$ cat config.mk
export PLATFORM = sky130hd
export DESIGN_NAME = div_fu_ctrl
export DESIGN_NICKNAME = d
export VERILOG_FILES = /design/src/rtl/div_fu_ctrl.sv
export SDC_FILE = /design/constraint.sdc
export NUM_CORES = 1
export LEC_CHECK = 0
export CAP_MARGIN = 20
export CORE_ASPECT_RATIO = 0.7
export CORE_UTILIZATION = 40
export DETAILED_ROUTE_END_ITERATION = 8
export PLACE_DENSITY_LB_ADDON = 0.08
export SLEW_MARGIN = 20
export SYNTH_ARGS = -nofsm -noshare
export SYNTH_HDL_FRONTEND = slang
export SYNTH_SLANG_ARGS = --single-unit
export TNS_END_PERCENT = 10
$ cat constraint.sdc
create_clock -name clk -period 2.29 [get_ports clk]
set_input_delay 0.3435 -clock clk [delete_from_list [all_inputs] [get_ports clk]]
set_output_delay 0.3435 -clock clk [all_outputs]
set_load 0.05 [all_outputs]
$ cat src/rtl/div_fu_ctrl.sv
// Divide FU controller: runs DIV/DIVU/REM/REMU on a 33-bit signed
// sequential divider and holds the 32-bit result for the CDB.
module div_fu_ctrl #(
  parameter int ROB_IDX_W  = 5,
  parameter int PREG_IDX_W = 6,
  parameter int DIV_CYCLES = 9
) (
  input  logic                  clk,
  input  logic                  rst,
  input  logic                  flush,
  input  logic                  iss_valid,
  output logic                  iss_ready,
  input  logic [1:0]            iss_op,
  input  logic [31:0]           iss_rs1_v,
  input  logic [31:0]           iss_rs2_v,
  input  logic [ROB_IDX_W-1:0]  iss_rob_id,
  input  logic [PREG_IDX_W-1:0] iss_pd,
  output logic                  div_start,
  output logic [32:0]           div_a,
  output logic [32:0]           div_b,
  input  logic                  div_complete,
  input  logic [32:0]           div_quotient,
  input  logic [32:0]           div_remainder,
  output logic                  cdb_valid,
  input  logic                  cdb_ready,
  output logic [ROB_IDX_W-1:0]  cdb_rob_id,
  output logic [PREG_IDX_W-1:0] cdb_pd,
  output logic [31:0]           cdb_data
);

  localparam int CNT_W = $clog2(DIV_CYCLES + 1);

  typedef enum logic [1:0] {
    IDLE,
    START,
    RUN,
    DONE
  } state_t;

  state_t           state;
  logic [CNT_W-1:0] cnt;
  logic             rem_q;
  logic             accept;
  logic             is_signed;
  logic             b_zero;
  logic [32:0]      a_ext;
  logic [32:0]      b_ext;
  logic             unused_hi;

  assign iss_ready = !rst && !flush &&
    (state == IDLE || (state == DONE && cdb_ready));
  assign accept    = iss_valid && iss_ready;
  assign is_signed = !iss_op[0];
  assign b_zero    = (iss_rs2_v == 32'd0);
  assign a_ext     = {is_signed & iss_rs1_v[31], iss_rs1_v};
  assign b_ext     = {is_signed & iss_rs2_v[31], iss_rs2_v};

  // Bit 32 of the results is dropped: RISC-V keeps the low word.
  assign unused_hi = ^{div_quotient[32], div_remainder[32]};

  always_ff @(posedge clk) begin
    if (rst) begin
      state      <= IDLE;
      cnt        <= '0;
      rem_q      <= 1'b0;
      div_start  <= 1'b0;
      div_a      <= '0;
      div_b      <= '0;
      cdb_valid  <= 1'b0;
      cdb_data   <= '0;
      cdb_rob_id <= '0;
      cdb_pd     <= '0;
    end else if (flush) begin
      state     <= IDLE;
      div_start <= 1'b0;
      cdb_valid <= 1'b0;
    end else if (accept) begin
      rem_q      <= iss_op[1];
      div_a      <= a_ext;
      div_b      <= b_ext;
      cdb_rob_id <= iss_rob_id;
      cdb_pd     <= iss_pd;
      if (b_zero) begin
        state     <= DONE;
        div_start <= 1'b0;
        cdb_valid <= 1'b1;
        cdb_data  <= iss_op[1] ? iss_rs1_v : 32'hFFFF_FFFF;
      end else begin
        state     <= START;
        div_start <= 1'b1;
        cdb_valid <= 1'b0;
      end
    end else begin
      div_start <= 1'b0;
      unique case (state)
        IDLE: ;
        START: begin
          cnt   <= CNT_W'(DIV_CYCLES);
          state <= RUN;
        end
        RUN: begin
          if (cnt != '0) begin
            cnt <= cnt - CNT_W'(1);
          end else if (div_complete) begin
            cdb_data  <= rem_q ? div_remainder[31:0]
                               : div_quotient[31:0];
            cdb_valid <= 1'b1;
            state     <= DONE;
          end
        end
        DONE: begin
          if (cdb_ready) begin
            cdb_valid <= 1'b0;
            state     <= IDLE;
          end
        end
      endcase
    end
  end

endmodule

[Word level (Yosys, flattened, before mapping)]
Cells that the tools add are included.
Word-level totals
  register bits: 118
  bits in latches: 0
  memory bits (writable): 0
  ROM bits: 0
  input bits: 149
  output and inout port bits: 112
  word-level logic and storage cells: 69
  memories: 0
Operators by class
  add/subtract/negate cells: 1
  multipliers: 0
  divide/modulo/power cells: 0
  $lt $le $gt $ge: 0
  equality and inequality tests: 9
  shift operators: 0
  muxes and demuxes: 22
  bitwise logic cells: 4
  reduce and logical (&&, ||, !) cells: 23
Operators with widths (count)
  2-to-1 mux 32 bit: 7
  logical NOT 32 bit: 1
  AND reduction 4 bit: 3
  2-to-1 mux 2 bit: 5
  != test 3 bit (second input constant): 3
  one-hot mux 4 bit (2 select lines): 1
  nonzero test 4 bit: 2
  2-to-1 mux 1 bit: 6
  one-hot mux 2 bit (3 select lines): 1
  nonzero test 2 bit: 3
  AND reduction 5 bit: 1
  equality test 2 bit (second input constant): 2
  logical AND 1 bit: 4
  2-to-1 mux 4 bit: 1
  != test 2 bit (second input constant): 2
  subtractor 4 x 1 -> 4 bit (second input constant): 1
  logical NOT 1 bit: 3
  nonzero test 3 bit: 1
  OR reduction 3 bit: 1
  AND 1 bit: 2
  equality test 2 x 1 -> 1 bit (second input constant): 1
  logical NOT 2 bit: 1
  != test 2 x 1 -> 1 bit (second input constant): 1
  inverter 1 bit: 2
  4 further kinds: 4

[Longest topological paths before layout]
Gate-level depths: netlist of the first run.
  word-level depth: 7
  depth in mapped cells: 8

[Worst setup path after synthesis of the first run]
No wires, ideal clock.
  path type: register to output
  from: register state[1]
  to: output iss_ready
  data arrival time: 1776 ps
  slack: 171 ps
  stages on the path, launching flop included: 4
  path buffers: 0
  cells stage by stage: dfxtp_1 -> ha_1 -> a21oi_1 -> nor3_1
On the way
  cells in the longest elaborated chain, start to end: 4
  elaborated cells between the ends (all ways): 5
  those cells by class: eq/ne: 1; reduce/logical: 4
RTL lines
  start: declaration: RTL line 40  | state_t state;
  start signal: assignment: RTL line 63  | state <= IDLE;
  start signal: assignment: RTL line 74  | state <= IDLE;
  start signal: assignment: RTL line 84  | state <= DONE;
  equality test 2 bit: RTL line 51  | (state == IDLE || (state == DONE && cdb_ready));
  logical AND 1 bit: RTL line 51
  logical OR 1 bit (*): RTL line 51
  logical AND 1 bit (*): RTL line 50  | assign iss_ready = !rst && !flush &&
  end: declaration: RTL line 12  | output logic iss_ready,
Mark *: on every way between the ends. The rest lies on a longest branch, timed or not.

[Final worst setup path of the first run]
  from: input iss_rs2_v[3]
  to: register cdb_data[0]
On the way
  cells in the longest elaborated chain, start to end: 3
RTL lines
  start: declaration: RTL line 15  | input logic [31:0] iss_rs2_v,
  logical NOT 32 bit: RTL line 54  | assign b_zero = (iss_rs2_v == 32'd0);
  != test 2 x 1 -> 1 bit (no source line)
  AND reduction 5 bit (no source line)
  end signal: assignment: RTL line 87  | cdb_data <= iss_op[1] ? iss_rs1_v : 32'hFFFF_FFFF;
  end signal: assignment: RTL line 105  | cdb_data <= rem_q ? div_remainder[31:0]
  end: declaration: RTL line 28  | output logic [31:0] cdb_data
Every way passes these cells.
A chain may end at the register's enable or synchronous reset.

==> results.ini, run 1 <==
[detailed_routing]
firstDrtPassIters = 5
first_iter_violations = 297
routed_wirelength_um = 16500
wl_per_cell_um = 16.2
wl_met2_um = 8000
vias = 5259
viasPerCell = 5.17
route.met3.wl_um = 1270
drc_errors = 0
ant_nets = 0
met1Wirelength_um = 6920
top_layer = met4

[global_routing]
grt_pass1_wl_um = 25300
grt_remaining_overflow = 0
grt_pass1_vias = 5165
grt_max_degree = 86
antenna_found_initial = 0
grtUsageTotal_pct = 25.4

[worst_setup_path]
worstReg2RegStart = state[1]
cp.arrival_ns = 2.49
crit_type = in -> reg
r2r_cells = 8
slowest_stage = o311a_4
worstSetupEndpointType = flop
worstPathCellList = clkdlybuf4s50_1 -> nor4_1 -> nand4_1 -> o311a_4 -> a221o_1
critPathRequiredTime_ns = 2.57
slowest_delay_ns = 0.54
endpoint = cdb_data[0]
startpoint_type = input port
rrSetupSlack_ns = 0.16
reg2reg_to = cdb_data[30]
crit_fanout = 32
worstSetupStartpoint = iss_rs2_v[3]

[die]
io_pins = 261
start_util_pct = 41.8
die_h_um = 95.2
die_x_um = 135
dieArea_um2 = 12900
rows = 33
core_area_um2 = 11900

[placement]
dp_worst_setup_slack_ns = -0.410
dpl_cell_area_um2 = 7800
gp_congestion = 0.797
io_buffers = 258
place_hpwl_um = 11400

[yosys]
synthTopCellsByArea = dfxtp_1 (48%), nand2_1 (12%), a21oi_1 (8.4%), mux2i_1 (6.9%), a221o_1 (6.4%)
synthCells = 591
synth_seq_area_share_pct = 47.6
synth_cell_types = 32
yosysTopAreaCell = dfxtp_1
async_flop_share_pct = 0
synth_top_area_share_pct = 47.6
ys_ff_latch = 118
synth_ff_type = dfxtp_1
ys_warn_count = 0
synth.cell_area_um2 = 4970
syn_nets = 747
syn_avg_cell_area_um2 = 8.40
synth_edf_count = 0

[timing]
final.setup_skew_ns = 0.0105
rsz0062_at_grt = yes
relSlewSlack_pct = 37.0
hold_slack_ns = 0.453
fmax_mhz = 453
maxSlewViolCount = 0
min_period_ns = 2.21
timing_hold_violations_final = 0
finalSetupViolations = 0
tightest_slew_ns = 0.945
post-route-period-util_pct = 96.3
postLayoutSetupSlackWorst_ns = 0.0839

[clock_network]
cts_setup_buffers = 0
ctsLongestPathBuffers = 2
numCtsBuffers = 17
cts_tree = yes
clk_latency_ns = 0.40
clock-sinks = 118
cts-root-buf = clkbuf_16
clk_pin_slew_ns = 0.05
cts_hold_buf = 0
h-tree-depth = 4

[power]
netSwitchingPower_w = 0.00136
p_leak_nw = 3.03
p_int_w = 0.00440
switching_share_pct = 23.6
ir_worst_vdd_v = 0.000607
power_frac_seq_pct = 37.2
p_total_w = 0.00576
p_comb_share_pct = 14.4
power_density_nw_per_um2 = 681
pwr-share-clk_pct = 48.4

[final_layout]
final_nets = 1005
area_growth_pct = 70.1
final_cell_area_um2 = 8450
layout-drive-gt1-share_pct = 7.33
diodes = 0

[worst_hold_path]
holdPathStages = 2
hp-class = reg -> reg

[status]
status = finished clean

[job]
cap_violations = 0

==> worst min path at each step <==
stage | start | slack, ns | endpoint
final | div_b[21] | 0.45 | div_b[21]
after global routing | div_a[32] | 0.47 | div_a[32]
after CTS | div_b[24] | 0.45 | div_b[24]
after detailed placement | div_a[32] | 0.45 | div_a[32]
after global placement | div_a[32] | 0.44 | div_a[32]
after floorplan | cnt[0] | 0.46 | cnt[0]
==> area by class of cell <==
class | count | area [um2]
clock buffers | 21 | 470
clock inverters | 9 | 150
fillers | 933 | 3440
inverters | 8 | 30.0
multi-input cells | 422 | 2420
flip-flops and latches | 118 | 2360
well taps | 157 | 196
repair buffers | 282 | 2820
==> worst max-delay path: cells and delay by family <==
kind                   cells  cell delay, ns
AOI/OAI and AO/OA          2            0.96
buffers and inverters      1            0.42
and+or+nand+nor            2            0.73
==> layout by cell type, fill, tap and decap left out, types with 2 or more instances in the layout <==
master	synthesis	layout
nor4_1	8	8
inv_1	8	8
clkbuf_8	0	3
buf_12	0	5
dfxtp_1	118	117
nand2b_1	34	34
nand2_1	156	156
o21ai_0	4	4
clkinvlp_4	0	2
buf_4	0	20
bufinv_16	0	4
nor4bb_1	2	2
mux2i_1	34	34
nor2_1	37	36
nor3_1	5	4
clkdlybuf4s50_1	0	256
clkinv_2	0	3
a21oi_1	83	83
a221o_1	32	32
nand4_1	3	3
ha_1	7	6
clkbuf_16	0	17
nand3b_1	2	2
==> per-stage QoR <==
stage | utilization [%] | cells | TNS [ns]
finish | 71.0 | 1017 | 0
floorplan | - | 591 | 0
detailed placement | 65.6 | 987 | -13.76
global route | 71.0 | 1017 | -0.00220
global placement | 65.6 | 987 | -11.99
CTS | 70.9 | 1017 | 0
==> cell usage after synthesis (2+ instances only) <==
library cell / count
nor4bb_1: 2
nand2b_1: 34
nand2_1: 156
nand3b_1: 2
dfxtp_1: 118
a221o_1: 32
nor4_1: 8
a21oi_1: 83
buf_2: 3
nor2_1: 37
ha_1: 7
inv_1: 8
nand4_1: 3
buf_6: 3
o21ai_0: 4
mux2i_1: 34
nor3_1: 5
o2111ai_1: 2
clkbuf_1: 37
==> layer usage <==
layer	global-route usage [%]	vias up
li1	-	2544
met1	29.4	2470
met2	44.9	216
met3	6.75	29
met4	10.3	0
met5	0	-
==> power by group through the flow <==
stage	logic (W)	registers, W	clock network [W]
finish	0.000828	0.00214	0.00279
global route	0.000875	0.00215	0.00292
CTS	0.000825	0.00214	0.00283
detailed placement	0.000817	0.00218	0
global placement	0.000807	0.00218	0
floorplan	0.000210	0.00235	0
==> cells by family after synthesis <==
family / count (synthesis) / synth area share, %
AND/OR/NAND/NOR: 252 / 22.3
AO/OA/AOI/OAI: 129 / 17.2
flip-flops: 118 / 47.6
buffers and inverters: 51 / 4.38
multiplexers: 34 / 6.85
adder cells (fa/ha/maj): 7 / 1.76
==> flip-flops by register name, indices dropped and copies added (netlist names) <==
register,cells
div_start,1
cdb_rob_id,5
state,2
cdb_pd,6
rem_q,1
cdb_valid,1
cdb_data,32
cnt,4
div_a,33
div_b,33
==> what timing repair did <==
item | in CTS | in global routing
resized for setup | 3 | 4
endpoints found under the setup margin | 46 | 31
endpoints found under the hold margin | 0 | 0
Power figures use the tool's default switching activity.
==> inputs of run 2 (changes only) <==
--- a/config.mk
+++ b/config.mk
@@ -8,7 +8,9 @@
 export CAP_MARGIN = 20
 export CORE_ASPECT_RATIO = 0.7
 export CORE_UTILIZATION = 40
+export CTS_BUF_LIST = sky130_fd_sc_hd__clkbuf_16
 export DETAILED_ROUTE_END_ITERATION = 8
+export GPL_ROUTABILITY_DRIVEN = 1
 export PLACE_DENSITY_LB_ADDON = 0.08
 export SLEW_MARGIN = 20
 export SYNTH_ARGS = -nofsm -noshare
==> run 2 against run 1 <==
Effect of this change: via count up 0.36%; critical path depth unchanged; cell count unchanged; global-route usage about the same; combinational power about the same; largest power group unchanged; first-iteration DRC count down 4.7%; register-to-register slack worse by 0.05 ns; critical endpoint unchanged; die area unchanged.
==> results.ini, run 2 (same netlist as run 1, synthesis figures left out) <==
[clock_network]
numCtsBuffers = 17  ; unchanged
cts-root-buf = clkbuf_16  ; unchanged
h-tree-depth = 4  ; unchanged
ctsLongestPathBuffers = 2  ; unchanged
clock-sinks = 118  ; unchanged
cts_tree = yes  ; unchanged
clk_pin_slew_ns = 0.05  ; about the same
clk_latency_ns = 0.40  ; about the same
cts_hold_buf = 0  ; unchanged

[global_routing]
grt_pass1_wl_um = 25300  ; about the same
antenna_found_initial = 0  ; unchanged
grt_remaining_overflow = 0  ; unchanged
grt_max_degree = 86  ; unchanged
grtUsageTotal_pct = 25.4  ; about the same
grt_pass1_vias = 5160  ; was 5,165

[final_layout]
final_util_pct = 70.8  ; was 71.0%
layout_common_cells = clkdlybuf4s50_1 (256), nand2_1 (156), dfxtp_1 (117), a21oi_1 (83), nor2_1 (36)  ; unchanged
reg_top3 = div_a x33, div_b x33, cdb_data x32  ; unchanged
diodes = 0  ; unchanged
layout_commonest_cell = clkdlybuf4s50_1  ; unchanged
area_growth_pct = 69.4  ; was 70.1%
layout-drive-gt1-share_pct = 6.86  ; was 7.33%
final_nets = 1005  ; unchanged

[die]
start_util_pct = 41.8  ; unchanged
io_pins = 261  ; unchanged
core_area_um2 = 11900  ; unchanged
rows = 33  ; unchanged
dieArea_um2 = 12900  ; unchanged
die_h_um = 95.2  ; unchanged
die_x_um = 135  ; unchanged

[worst_hold_path]
holdPathStages = 2  ; unchanged
min_to = div_b[21]  ; unchanged
min_from = div_b[21]  ; unchanged
hp-class = reg -> reg  ; unchanged

[detailed_routing]
first_iter_violations = 283  ; was 297
ant_nets = 0  ; unchanged
routed_wirelength_um = 16500  ; about the same
firstDrtPassIters = 6  ; was 5
viasPerCell = 5.19  ; was 5.17
vias = 5278  ; was 5,259
drc_errors = 0  ; unchanged
wl_per_cell_um = 16.2  ; about the same

[worst_setup_path]
startpoint_type = input port  ; unchanged
r2r_cells = 7  ; was 8
rrSetupSlack_ns = 0.11  ; was 0.16 ns
worstSetupEndpointType = flop  ; unchanged
critPathRequiredTime_ns = 2.57  ; about the same
crit_fanout = 32  ; unchanged
worstReg2RegStart = state[0]  ; was state[1]
crit_type = in -> reg  ; unchanged
reg2reg_to = cnt[1]  ; was cdb_data[30]
cp.arrival_ns = 2.49  ; about the same

[power]
power_density_nw_per_um2 = 672  ; was 681 nW/um2
p_leak_nw = 3.02  ; was 3.03 nW
ir_worst_vdd_v = 0.000603  ; was 0.000607 V
p_total_w = 0.00565  ; was 0.00576 W

[job]
cap_violations = 0  ; unchanged

[timing]
fmax_mhz = 452  ; was 453 MHz
tightest_slew_ns = 0.954  ; was 0.945 ns
relSlewSlack_pct = 36.4  ; was 37.0%
final.setup_skew_ns = 0.0115  ; was 0.0105 ns
finalSetupViolations = 0  ; unchanged
maxSlewViolCount = 0  ; unchanged
post-route-period-util_pct = 96.6  ; was 96.3%
rsz0062_at_grt = no  ; was yes
min_period_ns = 2.21  ; about the same
timing_hold_violations_final = 0  ; unchanged

[placement]
place_hpwl_um = 11400  ; unchanged
io_buffers = 258  ; unchanged
gp_congestion = 0.797  ; unchanged

[status]
status = finished clean  ; unchanged

-- run 2: cell count changes in the layout (fill, tap and decap cells not counted) --
cell / previous run / this run
clkinv_1: 0 / 3
ha_1: 6 / 7
inv_1: 8 / 9
clkbuf_1: 1 / 0
clkbuf_8: 3 / 0
ha_2: 1 / 0
-- run 2: per-stage QoR --
step	instances	setup WS, ns	cell area (um2)	TNS [ns]	hold slack (ns)
6_report	1017	0.0783	8420	0	0.453
5_1_grt	1017	0.00155	8420	0	0.468
4_1_cts	1017	0.0332	8400	0	0.455
3_5_place_dp	987	-0.410	7800	-13.76	0.447
3_3_place_gp	987	-0.291	7800	-11.99	0.441
2_1_floorplan	591	0.171	4970	0	0.462
-- run 2: critical path, stage by stage --
cell and delay (ns):
clkdlybuf4s50_1 0.42, nor4_1 0.43, nand4_1 0.30, o311a_4 0.54
a221o_1 0.42
-- run 2: layout make-up --
class | count | area [um2]
inverter | 8 | 30.0
clock buffer | 17 | 425
multi-input combinational | 422 | 2420
sequential | 118 | 2360
timing repair buffer | 282 | 2820
clock inverter | 13 | 165
fill | 936 | 3480
tap | 157 | 196
-- run 2: routing by layer --
layer	track usage [%]	vias up	wire length [um]	share of wire [%]
li1	-	2549	-	-
met1	29.5	2499	7100	43
met2	44.5	201	7880	48
met3	6.86	29	1160	7.1
met4	10.6	0	343	2.1
met5	0	-	0	0
-- run 2: where the power goes --
part	total [W]	switching [W]	leakage (nW)	internal (W)
Clock	0.00268	0.000901	0.288	0.00178
Combinational	0.000828	0.000423	1.78	0.000405
Sequential	0.00214	0.0000328	0.956	0.00211
-- run 2: how the worst max path moves through the flow --
stage                  end    startpoint
3_5_place_dp      state[1]     cdb_ready
6_report       cdb_data[0]  iss_rs2_v[3]
3_3_place_gp      state[1]     cdb_ready
5_1_grt             cnt[1]      state[0]
4_1_cts           state[1]      state[1]
2_1_floorplan    iss_ready      state[1]
-- run 2: what timing repair did --
action | CTS | global route
cloned | 0 | 0
endpoints found under the setup margin | 49 | 22
resized for setup | 3 | 3
buffers inserted | 0 | 0
